## src/rtl/fifo_pkg.sv

```systemverilog
// Shared pointer helpers for the async FIFO: Gray/binary conversion and default geometry.
// Functions work on a wide word; callers zero-extend in and truncate out to their pointer width.
package fifo_pkg;

   localparam int PTR_MAX_W       = 32;
   localparam int ADDR_WIDTH_DFLT = 4;
   localparam int DEPTH           = 1 << (ADDR_WIDTH_DFLT - 1);

   function automatic logic [PTR_MAX_W-1:0] bin2gray(input logic [PTR_MAX_W-1:0] bin);
      return bin ^ (bin >> 1);
   endfunction

   // Zero-extended Gray input leaves the upper binary bits at zero, so truncation is exact.
   function automatic logic [PTR_MAX_W-1:0] gray2bin(input logic [PTR_MAX_W-1:0] gray);
      logic [PTR_MAX_W-1:0] bin;
      bin[PTR_MAX_W-1] = gray[PTR_MAX_W-1];
      for (int i = PTR_MAX_W - 2; i >= 0; i--) begin
         bin[i] = bin[i+1] ^ gray[i];
      end
      return bin;
   endfunction

endpackage

```

## src/rtl/wptr_full_ctrl.sv

```systemverilog
// Write-side pointer/flag controller of the async FIFO; status flags registered one wclk after the write.
// Latency: wen is combinational; backpressure: writes attempted while wfull are dropped and flagged in wovf.
module wptr_full_ctrl
   import fifo_pkg::*;
#(
   parameter int ADDR_WIDTH   = ADDR_WIDTH_DFLT,
   parameter int AFULL_THRESH = 6
) (
   input  logic                  wclk,
   input  logic                  wrst_n,
   input  logic                  winc,
   input  logic                  wovf_clr,
   input  logic [ADDR_WIDTH-1:0] wq2_rptr,
   output logic [ADDR_WIDTH-1:0] wptr,
   output logic [ADDR_WIDTH-2:0] waddr,
   output logic                  wen,
   output logic                  wfull,
   output logic                  walmost_full,
   output logic [ADDR_WIDTH-1:0] wlevel,
   output logic                  wovf
);

   logic [ADDR_WIDTH-1:0] wbin_q, wbin_d;
   logic [ADDR_WIDTH-1:0] wptr_q, wptr_d;
   logic [ADDR_WIDTH-1:0] wlevel_q, wlevel_d;
   logic                  wfull_q, wfull_d;
   logic                  walmost_full_q, walmost_full_d;
   logic                  wovf_q, wovf_d;

   logic [ADDR_WIDTH-1:0] rptr_bin;
   logic [ADDR_WIDTH-1:0] full_gray;
   logic                  wen_int;

   always_comb begin
      wen_int        = winc & ~wfull_q;
      wbin_d         = wbin_q + {{(ADDR_WIDTH-1){1'b0}}, wen_int};
      wptr_d         = ADDR_WIDTH'(bin2gray(PTR_MAX_W'(wbin_d)));
      rptr_bin       = ADDR_WIDTH'(gray2bin(PTR_MAX_W'(wq2_rptr)));
      // Full: write pointer one lap ahead, i.e. top two Gray bits inverted, rest equal.
      full_gray      = {~wq2_rptr[ADDR_WIDTH-1:ADDR_WIDTH-2], wq2_rptr[ADDR_WIDTH-3:0]};
      wfull_d        = (wptr_d == full_gray);
      wlevel_d       = wbin_d - rptr_bin;
      walmost_full_d = (wlevel_d >= ADDR_WIDTH'(AFULL_THRESH));
      wovf_d         = (winc & wfull_q) | (wovf_q & ~wovf_clr);
   end

   always_ff @(posedge wclk) begin
      if (!wrst_n) begin
         wbin_q         <= '0;
         wptr_q         <= '0;
         wlevel_q       <= '0;
         wfull_q        <= 1'b0;
         walmost_full_q <= 1'b0;
         wovf_q         <= 1'b0;
      end else begin
         wbin_q         <= wbin_d;
         wptr_q         <= wptr_d;
         wlevel_q       <= wlevel_d;
         wfull_q        <= wfull_d;
         walmost_full_q <= walmost_full_d;
         wovf_q         <= wovf_d;
      end
   end

   assign wptr         = wptr_q;
   assign waddr        = wbin_q[ADDR_WIDTH-2:0];
   assign wen          = wen_int;
   assign wfull        = wfull_q;
   assign walmost_full = walmost_full_q;
   assign wlevel       = wlevel_q;
   assign wovf         = wovf_q;

endmodule

```

## config.mk

```make
export PLATFORM = sky130hd
export DESIGN_NAME = wptr_full_ctrl
export DESIGN_NICKNAME = d
export VERILOG_FILES = /design/src/rtl/fifo_pkg.sv /design/src/rtl/wptr_full_ctrl.sv
export SDC_FILE = /design/constraint.sdc
export NUM_CORES = 1
export LEC_CHECK = 0
export BUFFER_PORTS_ARGS = -buffer_cell sky130_fd_sc_hd__clkbuf_2
export CORE_UTILIZATION = 42
export CTS_CLUSTER_SIZE = 30
export DETAILED_ROUTE_END_ITERATION = 7
export HOLD_SLACK_MARGIN = 0.15
export PLACE_DENSITY = 0.79
export SLEW_MARGIN = 10
export SYNTH_ARGS = -nofsm -noshare
export SYNTH_HDL_FRONTEND = slang
export SYNTH_SLANG_ARGS = --single-unit
```

## constraint.sdc

```tcl
create_clock -name wclk -period 1.9 [get_ports wclk]
set_input_delay 0.285 -clock wclk [delete_from_list [all_inputs] [get_ports wclk]]
set_output_delay 0.285 -clock wclk [all_outputs]
set_load 0.02 [all_outputs]
```

==> results_dict.tcl, run 1 <==
set metrics [dict create \
    status "completed" \
    syn-num-nets 76 \
    power.ir.vdd_worst_uv 616 \
    cts_tree "done" \
    areaGrowthSynthToFinish_pct 48.3 \
    dp_hpwl_um 1140 \
    vias 540 \
    dr.pass1.iters 2 \
    cp_max_fo 3 \
    n_fill_cell 110 \
    drt_iter0_markers 4 \
    p_int_uw 600 \
    die-area_mm2 0.00172 \
    grt_antenna_before_repair 0 \
    setup_viol_count_final 0 \
    relSlewSlack 0.805 \
    wl_per_cell_um 11.9 \
    grt_overflow 0 \
    routed_wl_um 1340 \
    rsz0062_at_grt "yes" \
    insertion_delay_ns 0.28 \
    p_total_uw 900 \
    clock.fmax_ghz 0.536 \
    grt_first_pass_wirelength_um 2200 \
    hold_viol 0 \
    numPortBuffers 22 \
    dpl.cell_count 108 \
    drive_gt1_frac 0.495 \
    worstPathRequired_ns 2.06 \
    vias_per_cell 4.82 \
    pin_count 23 \
    cap_violations 0 \
    h-tree-depth 1 \
    root_buffer "clkbuf_4" \
    p_leak_nw 0.472 \
    final_cell_mix "22 x clkbuf_2, 13 x dfxtp_1, 8 x buf_4" \
    syn_inst 62 \
    drv_slew 0 \
    cts_setup_buffers 0 \
    initial_utilization 0.478 \
    p_seq_frac 0.392 \
    fin_crit_sh 0.981 \
    worst_pin_slew_ns 0.290 \
    syn_area_um2 653 \
    dieHeight_um 41.4 \
    ys_top_cells_by_area "dfxtp_1 43%, ha_1 9.6%, xor2_1 6.7%" \
    crit_type "flip-flop to flip-flop" \
    powerDensity_mw_per_mm2 929 \
    period_minus_slack_ns 1.86 \
    num_rows 13 \
    drtAntennaViolNets 0 \
    crit_arrival_ns 2.03 \
    multi_input_area_um2 420 \
    clock-sinks 14 \
    fin_cells 112 \
    ys_seq_area_frac 0.429 \
    synth_area_leader_cell "dfxtp_1" \
    seq_area_um2 284 \
    fin_skew_ns 0.00691 \
    yosys_register_bits 14 \
    clk_pin_slew_worst_paths_ns 0.09 \
    drc 0 \
    swShare 0.333 \
    grt_start_max_net_pins 11 \
    worstHoldPathType "input pin to flip-flop" \
    cp-end-kind "flip-flop" \
    ys_warn_count 0 \
    nets 112 \
    worstSetupStartpointType "flip-flop" \
    core_mm2 0.00137 \
    synth_top_cell_area_share 0.429 \
    synth.distinct_cells 22 \
    grt_use_total 0.168 \
    power_frac_clock 0.238 \
    final_common_cell "clkbuf_2" \
    antenna_cells 0 \
    syn_avg_cell_area_um2 10.5 \
    p_sw_uw 299 \
    pwr-share-comb 0.370 \
    grt_pass1_vias 526 \
    gp_congestion 0.795 \
    clk_path_buf_depth 2 \
    cts_inserted_buffers 3 \
    die_w_um 41.4 \
]
[synthesized netlist by cell type]
cell	count
nor2b_1	1
and2_1	3
nand2_1	4
o22ai_1	1
nand3_2	1
or2_2	1
xnor2_1	4
clkinv_1	1
nand3_1	1
o21ai_0	1
inv_1	4
xnor3_1	1
nand2b_1	1
a2111oi_2	1
xor2_2	2
fa_1	1
nor2_1	6
dfxtp_1	14
a21oi_1	3
xor2_1	5
or3_1	1
ha_1	5
[critical path, cell delays in order (launching register included)]
cell,delay (ns)
dfxtp_4,0.36
nor2b_4,0.13
ha_4,0.15
ha_4,0.15
xor2_4,0.21
ha_4,0.24
a21oi_2,0.12
o21ai_2,0.07
xnor3_1,0.23
o22ai_1,0.08
[registers in the layout, summed over array words and instances, names as in the netlist]
signal        count
wbin_q            4
wlevel            4
wptr              3
walmost_full      1
wfull             1
wovf              1
[what timing repair did]
action,CTS,global route
hold buffers,0,0
gates resized for setup,0,3
pin swaps,1,1
endpoints found under the setup margin,1,3
gates cloned,0,0
[power groups by stage]
stage,registers (mW),logic [mW],clock network [mW]
floorplan,0.416,0.153,0
global placement,0.359,0.313,0
detailed placement,0.360,0.323,0
CTS,0.353,0.324,0.219
global route,0.357,0.362,0.232
finish,0.353,0.332,0.214
[worst paths after layout]
check        start      endpoint  slack [ns]  depth (start not counted)
max          wfull  walmost_full        0.04                          9
min           winc          wovf        0.25                          3
max reg2reg  wfull  walmost_full        0.04                          9
min reg2reg   wovf          wovf        0.49                          2
[stage by stage]
step	hold slack, ns	util	instance area (um2)	setup WS (ns)	setup TNS, ns
after floorplan	0.396	-	713	-0.0629	-0.0952
after global placement	0.455	0.675	922	-0.0980	-0.166
after detailed placement	0.488	0.675	922	-0.124	-0.349
after CTS	0.250	0.701	958	0.000150	0
after global routing	0.264	0.709	968	-0.0614	-0.136
final	0.251	0.709	968	0.0352	0
[layout make-up]
cell class / instances / area share
clock buffer: 4 / 0.0375
inverter: 5 / 0.0194
multi-input combinational: 43 / 0.434
sequential: 14 / 0.293
tap: 15 / 0.0194
timing repair buffer: 31 / 0.196
[kinds of logic after synthesis]
family                     Yosys count  synth area share
DFF                                 14             0.429
buffers and inverters                5            0.0287
and+or+nand+nor                     19             0.148
xor gates and xnor gates            12             0.205
adders and majority gates            6             0.126
AOI/OAI and AO/OA                    6            0.0632
[routing by layer]
metal	GRT usage	part of all wire	up-vias
met5	0	0	-
met4	0.0774	0.013	0
met3	0.0391	0.019	2
met2	0.300	0.56	11
met1	0.186	0.41	261
li1	-	-	266
(Power assumes the default switching activity.)
==> run 2, diff against run 1 <==
CORE_UTILIZATION = 40   (was 42)
CTS_CLUSTER_DIAMETER = 150   (was not set)
PLACE_DENSITY = 0.76   (was 0.79)
==> run 2 against run 1 <==
Core utilization down 5.8 points. Worst setup slack got worse by 0.026 ns. Largest cell class unchanged. Clock power shrank 4%. Non-clock buffer count grew 2. Sequential share of layout area decreased by 0.70 points. Flip-flop and latch count stayed put.
==> results_dict.tcl, run 2 (synthesis gave the netlist of run 1 again) <==
set metrics [dict create \
    die_w_um 42.4 \
    relSlewSlack 0.786 \
    final_common_cell "clkbuf_2" \
    placed_cell_area_um2 923 \
    fin_cells 115 \
    dpl.cell_count 109 \
    fin_crit_sh 0.995 \
    grt_antenna_before_repair 0 \
    dr.pass1.iters 4 \
    clock.fmax_ghz 0.529 \
    areaGrowthSynthToFinish_pct 51.9 \
    cap_violations 0 \
    grt_first_pass_wirelength_um 2160 \
    powerDensity_mw_per_mm2 905 \
    core_mm2 0.00152 \
    period_minus_slack_ns 1.89 \
    cp_max_fo 3 \
    final_cell_mix "22 x clkbuf_2, 13 x dfxtp_1, 10 x buf_4" \
    num_rows 14 \
    vias 558 \
    crit_arrival_ns 2.04 \
    fin_skew_ns 0.00491 \
    grt_pass1_vias 569 \
    drc 0 \
    crit_type "flip-flop to flip-flop" \
    crit_path_max_incr_delay_ns 0.36 \
    die-area_mm2 0.00180 \
    worstHoldPathType "input pin to flip-flop" \
    p_leak_nw 0.484 \
    crit_chain "nor2b_4, ha_4, ha_4, xor2_4, ha_4, a21oi_4, o21ai_2, xnor3_1, o22ai_1" \
    gp_congestion 0.801 \
    routed_wl_um 1310 \
    drive_gt1_frac 0.505 \
    worstPathRequired_ns 2.05 \
    drt_iter0_markers 10 \
    post-route-util 0.651 \
    hold_viol 0 \
    insertion_delay_ns 0.27 \
    cp-end-kind "flip-flop" \
    vias_per_cell 4.85 \
    drtAntennaViolNets 0 \
    clock-sinks 14 \
    nets 114 \
    antenna_cells 0 \
    worst_pin_slew_ns 0.319 \
    drv_slew 0 \
    n_fill_cell 128 \
    pin_count 23 \
    stdcell_area_um2 992 \
    grt_overflow 0 \
    clk_path_buf_depth 2 \
    rsz0062_at_grt "yes" \
    numPortBuffers 22 \
    initial_utilization 0.429 \
    grt_start_max_net_pins 11 \
    status "completed" \
    dp_hpwl_um 1020 \
    wl_per_cell_um 11.4 \
    power.ir.vdd_worst_uv 598 \
    cpMaxStageDelayCell "dfxtp_4" \
    setup_viol_count_final 0 \
    path_buf_inv 0 \
    crit_top_cell "ha_4" \
    clk_pin_slew_worst_paths_ns 0.08 \
    worstSetupStartpointType "flip-flop" \
    root_buffer "clkbuf_4" \
    cp_top_family "adder cells" \
    cts_inserted_buffers 3 \
    cts_tree "done" \
    grt_use_total 0.164 \
    dieHeight_um 42.4 \
    h-tree-depth 1 \
]
[run 2: changes by cell type in the layout (fill, tap and decap cells not counted), sizes merged]
cell  previous run  this run
buf              9        11
[run 2: per-stage QoR]
step                      setup TNS (ns)  setup WS [ns]  hold WS [ns]  power (mW)
final                                  0        0.00921         0.260       0.898
after global routing              -0.139        -0.0582         0.275       0.950
after CTS                              0        0.00115         0.243       0.891
after detailed placement          -0.207        -0.0964         0.464       0.680
after global placement            -0.167         -0.101         0.454       0.672
after floorplan                  -0.0952        -0.0629         0.396       0.569
[run 2: final timing paths]
path / startpoint / end / slack [ns] / cells after the start
worst min-delay path: winc / wovf / 0.26 / 3
worst max register to register: wfull / walmost_full / 0.009 / 9
worst max-delay path: wfull / walmost_full / 0.009 / 9
worst min register to register: wovf / wovf / 0.48 / 2
[run 2: power by group]
group          switching (mW)  internal, mW
Clock                  0.0882         0.116
Combinational           0.188         0.153
Sequential             0.0159         0.336
[run 2: cell type report]
type / instances / area [um2] / share of cell area
Multi-Input combinational cell: 43 / 428 / 0.431
Sequential cell: 14 / 284 / 0.286
Inverter: 5 / 18.8 / 0.0189
Tap cell: 16 / 20.0 / 0.0202
Timing Repair Buffer: 33 / 205 / 0.207
Clock buffer: 4 / 36.3 / 0.0366
[run 2: routing by layer]
| metal | global-route usage | up-vias | share of wire |
|---|---|---|---|
| li1 | - | 271 | - |
| met2 | 0.277 | 28 | 0.51 |
| met3 | 0.0474 | 2 | 0.066 |
| met5 | 0 | - | 0 |
| met4 | 0.113 | 0 | 0.0061 |
| met1 | 0.173 | 257 | 0.42 |
[run 2: tightest hold or removal path: cells and delay by family]
| kind | cells | cell delay [ns] |
|---|---|---|
| buffers and inverters | 1 | 0.09 |
| and+or+nand+nor | 1 | 0.06 |
| AOI/OAI and AO/OA | 1 | 0.05 |
[run 2: what timing repair did]
action,4_1_cts,5_1_grt
setup buffers,1,1
hold buffers,0,0
pin swaps,1,5
setup endpoints to repair,2,3
gates resized for setup,1,3
==> run 3, diff against run 2 <==
==> constraint.sdc (replaced) <==
create_clock -name wclk -period 1.9 [get_ports wclk]
set_input_delay 0 -clock wclk [delete_from_list [all_inputs] [get_ports wclk]]
set_output_delay 0 -clock wclk [all_outputs]
set_load 0.02 [all_outputs]
==> run 3 against run 2 <==
The flow now finishes with violations (setup timing). Hold slack worse by 0.094 ns. Total power increased by 1.2%. Register-to-register slack worse by 0.03 ns. First-iteration DRC count shrank 30%.
==> results_dict.tcl, run 3 (synthesis gave the netlist of run 1 again) <==
set metrics [dict create \
    status "finished, violations left" \
    violations "setup timing" \
    period_minus_slack_ns 1.92 \
    p_leak_nw 0.481 \
    drtAntennaViolNets 0 \
    dpl.cell_count 103 \
    root_buffer "clkbuf_4" \
    core_mm2 0.00152 \
    dieHeight_um 42.4 \
    areaGrowthSynthToFinish_pct 56.1 \
    dr.pass1.iters 4 \
    die_w_um 42.4 \
    hold_viol 0 \
    cp-end-kind "flip-flop" \
    p_seq_frac 0.391 \
    worst_pin_slew_ns 0.319 \
    fin_skew_ns 0.00307 \
    wl_per_cell_um 12.6 \
    cp_max_fo 3 \
    fin_crit_sh 1.01 \
    n_fill_cell 112 \
    pwr-share-comb 0.366 \
    die-area_mm2 0.00180 \
    power.ir.vdd_worst_uv 508 \
    grt_antenna_before_repair 0 \
    cap_violations 0 \
    final_cell_mix "22 x clkbuf_2, 13 x dfxtp_1, 7 x dlygate4sd3_1" \
    fin_ws_ns -0.0216 \
    clk_path_buf_depth 2 \
    rsz0062_at_grt "yes" \
    vias_per_cell 4.82 \
    setup_viol_count_final 1 \
    cts_tree "done" \
    initial_utilization 0.429 \
    final_common_cell "clkbuf_2" \
    place_worst_setup_slack_ns 0.0150 \
    grt_pass1_vias 504 \
    worstSetupStartpointType "flip-flop" \
    drive_gt1_frac 0.450 \
    powerDensity_mw_per_mm2 891 \
    routed_wl_um 1460 \
    relSlewSlack 0.786 \
    vias 559 \
    worstHoldPathType "input pin to flip-flop" \
    clock-sinks 14 \
    swShare 0.342 \
    drt_iter0_markers 7 \
    fin_cells 116 \
    numPortBuffers 22 \
    pin_count 23 \
    crit_type "flip-flop to flip-flop" \
    antenna_cells 0 \
    grt_use_total 0.161 \
    h-tree-depth 1 \
    nets 115 \
    grt_overflow 0 \
    grt_first_pass_wirelength_um 2200 \
    drv_slew 0 \
    clock.fmax_ghz 0.520 \
    num_rows 14 \
    dp_hpwl_um 1000 \
    p_sw_uw 310 \
    p_int_uw 598 \
    drc 0 \
    gp_congestion 0.794 \
    power_frac_clock 0.244 \
    worstPathRequired_ns 2.09 \
    clk_pin_slew_worst_paths_ns 0.09 \
    insertion_delay_ns 0.29 \
    tns_ns -0.0216 \
    cts_inserted_buffers 3 \
    crit_arrival_ns 2.11 \
    grt_start_max_net_pins 11 \
]
-- run 3: cell count changes in the layout (fill, tap and decap cells not counted) --
cell,change
dlygate4sd3_1,+7
buf_4,-5
a2111oi_2,-1
a2111oi_4,+1
a21oi_2,+1
a21oi_4,-1
buf_12,-1
nand2_1,+1
nand2_2,-1
or3_1,-1
or3_4,+1
xor2_1,-1
xor2_2,+1
-- run 3: final timing paths --
path,from,end,slack [ns],cells past startpoint
min,wq2_rptr[3],wlevel[3],0.17,3
max,wfull,wfull,-0.02,7
min reg2reg,wbin_q[3],wbin_q[3],0.64,2
max reg2reg,wfull,wfull,-0.02,7
-- run 3: final cells by class --
cell class | instances | area (um2) | area share
Multi-Input combinational cell | 43 | 443 | 0.434
Sequential cell | 14 | 284 | 0.279
Timing Repair Buffer | 34 | 218 | 0.213
Clock buffer | 4 | 36.3 | 0.0356
Tap cell | 16 | 20.0 | 0.0196
Inverter | 5 | 18.8 | 0.0184
-- run 3: worst max-delay path: stages, from the launching register on --
cell,delay [ns]
dfxtp_4,0.37
nor2b_4,0.13
ha_4,0.15
ha_4,0.15
xor2_4,0.22
xor2_2,0.10
or3_4,0.40
a2111oi_4,0.28
-- run 3: metal layers --
metal  track usage  up-vias  wire length (um)
met5             0        -                 0
met4        0.0750        0                14
met3        0.0259        3                37
met2         0.271       11               780
met1         0.201      269               624
li1              -      276                 -
-- run 3: metrics by stage --
stage / hold WS, ns / instance area, um2 / util / power [mW]
global route: 0.162 / 1020 / 0.669 / 0.958
finish: 0.166 / 1020 / 0.669 / 0.908
floorplan: 0.111 / 713 / - / 0.569
CTS: 0.164 / 980 / 0.643 / 0.892
detailed placement: 0.259 / 866 / 0.568 / 0.665
global placement: 0.259 / 866 / 0.568 / 0.655
-- run 3: power by group through the flow --
| stage | combinational (mW) | clock (mW) | sequential, mW |
|---|---|---|---|
| CTS | 0.317 | 0.221 | 0.354 |
| global placement | 0.296 | 0 | 0.359 |
| finish | 0.332 | 0.221 | 0.355 |
| floorplan | 0.153 | 0 | 0.416 |
| global route | 0.359 | 0.241 | 0.359 |
| detailed placement | 0.303 | 0 | 0.362 |
-- run 3: timing repair --
| action | CTS | global route |
|---|---|---|
| pin swaps | 0 | 3 |
| endpoints found under the hold margin | 14 | 0 |
| hold buffers | 7 | 0 |
| setup buffers | 1 | 1 |
| resized for setup | 0 | 5 |
| setup endpoints to repair | 1 | 2 |
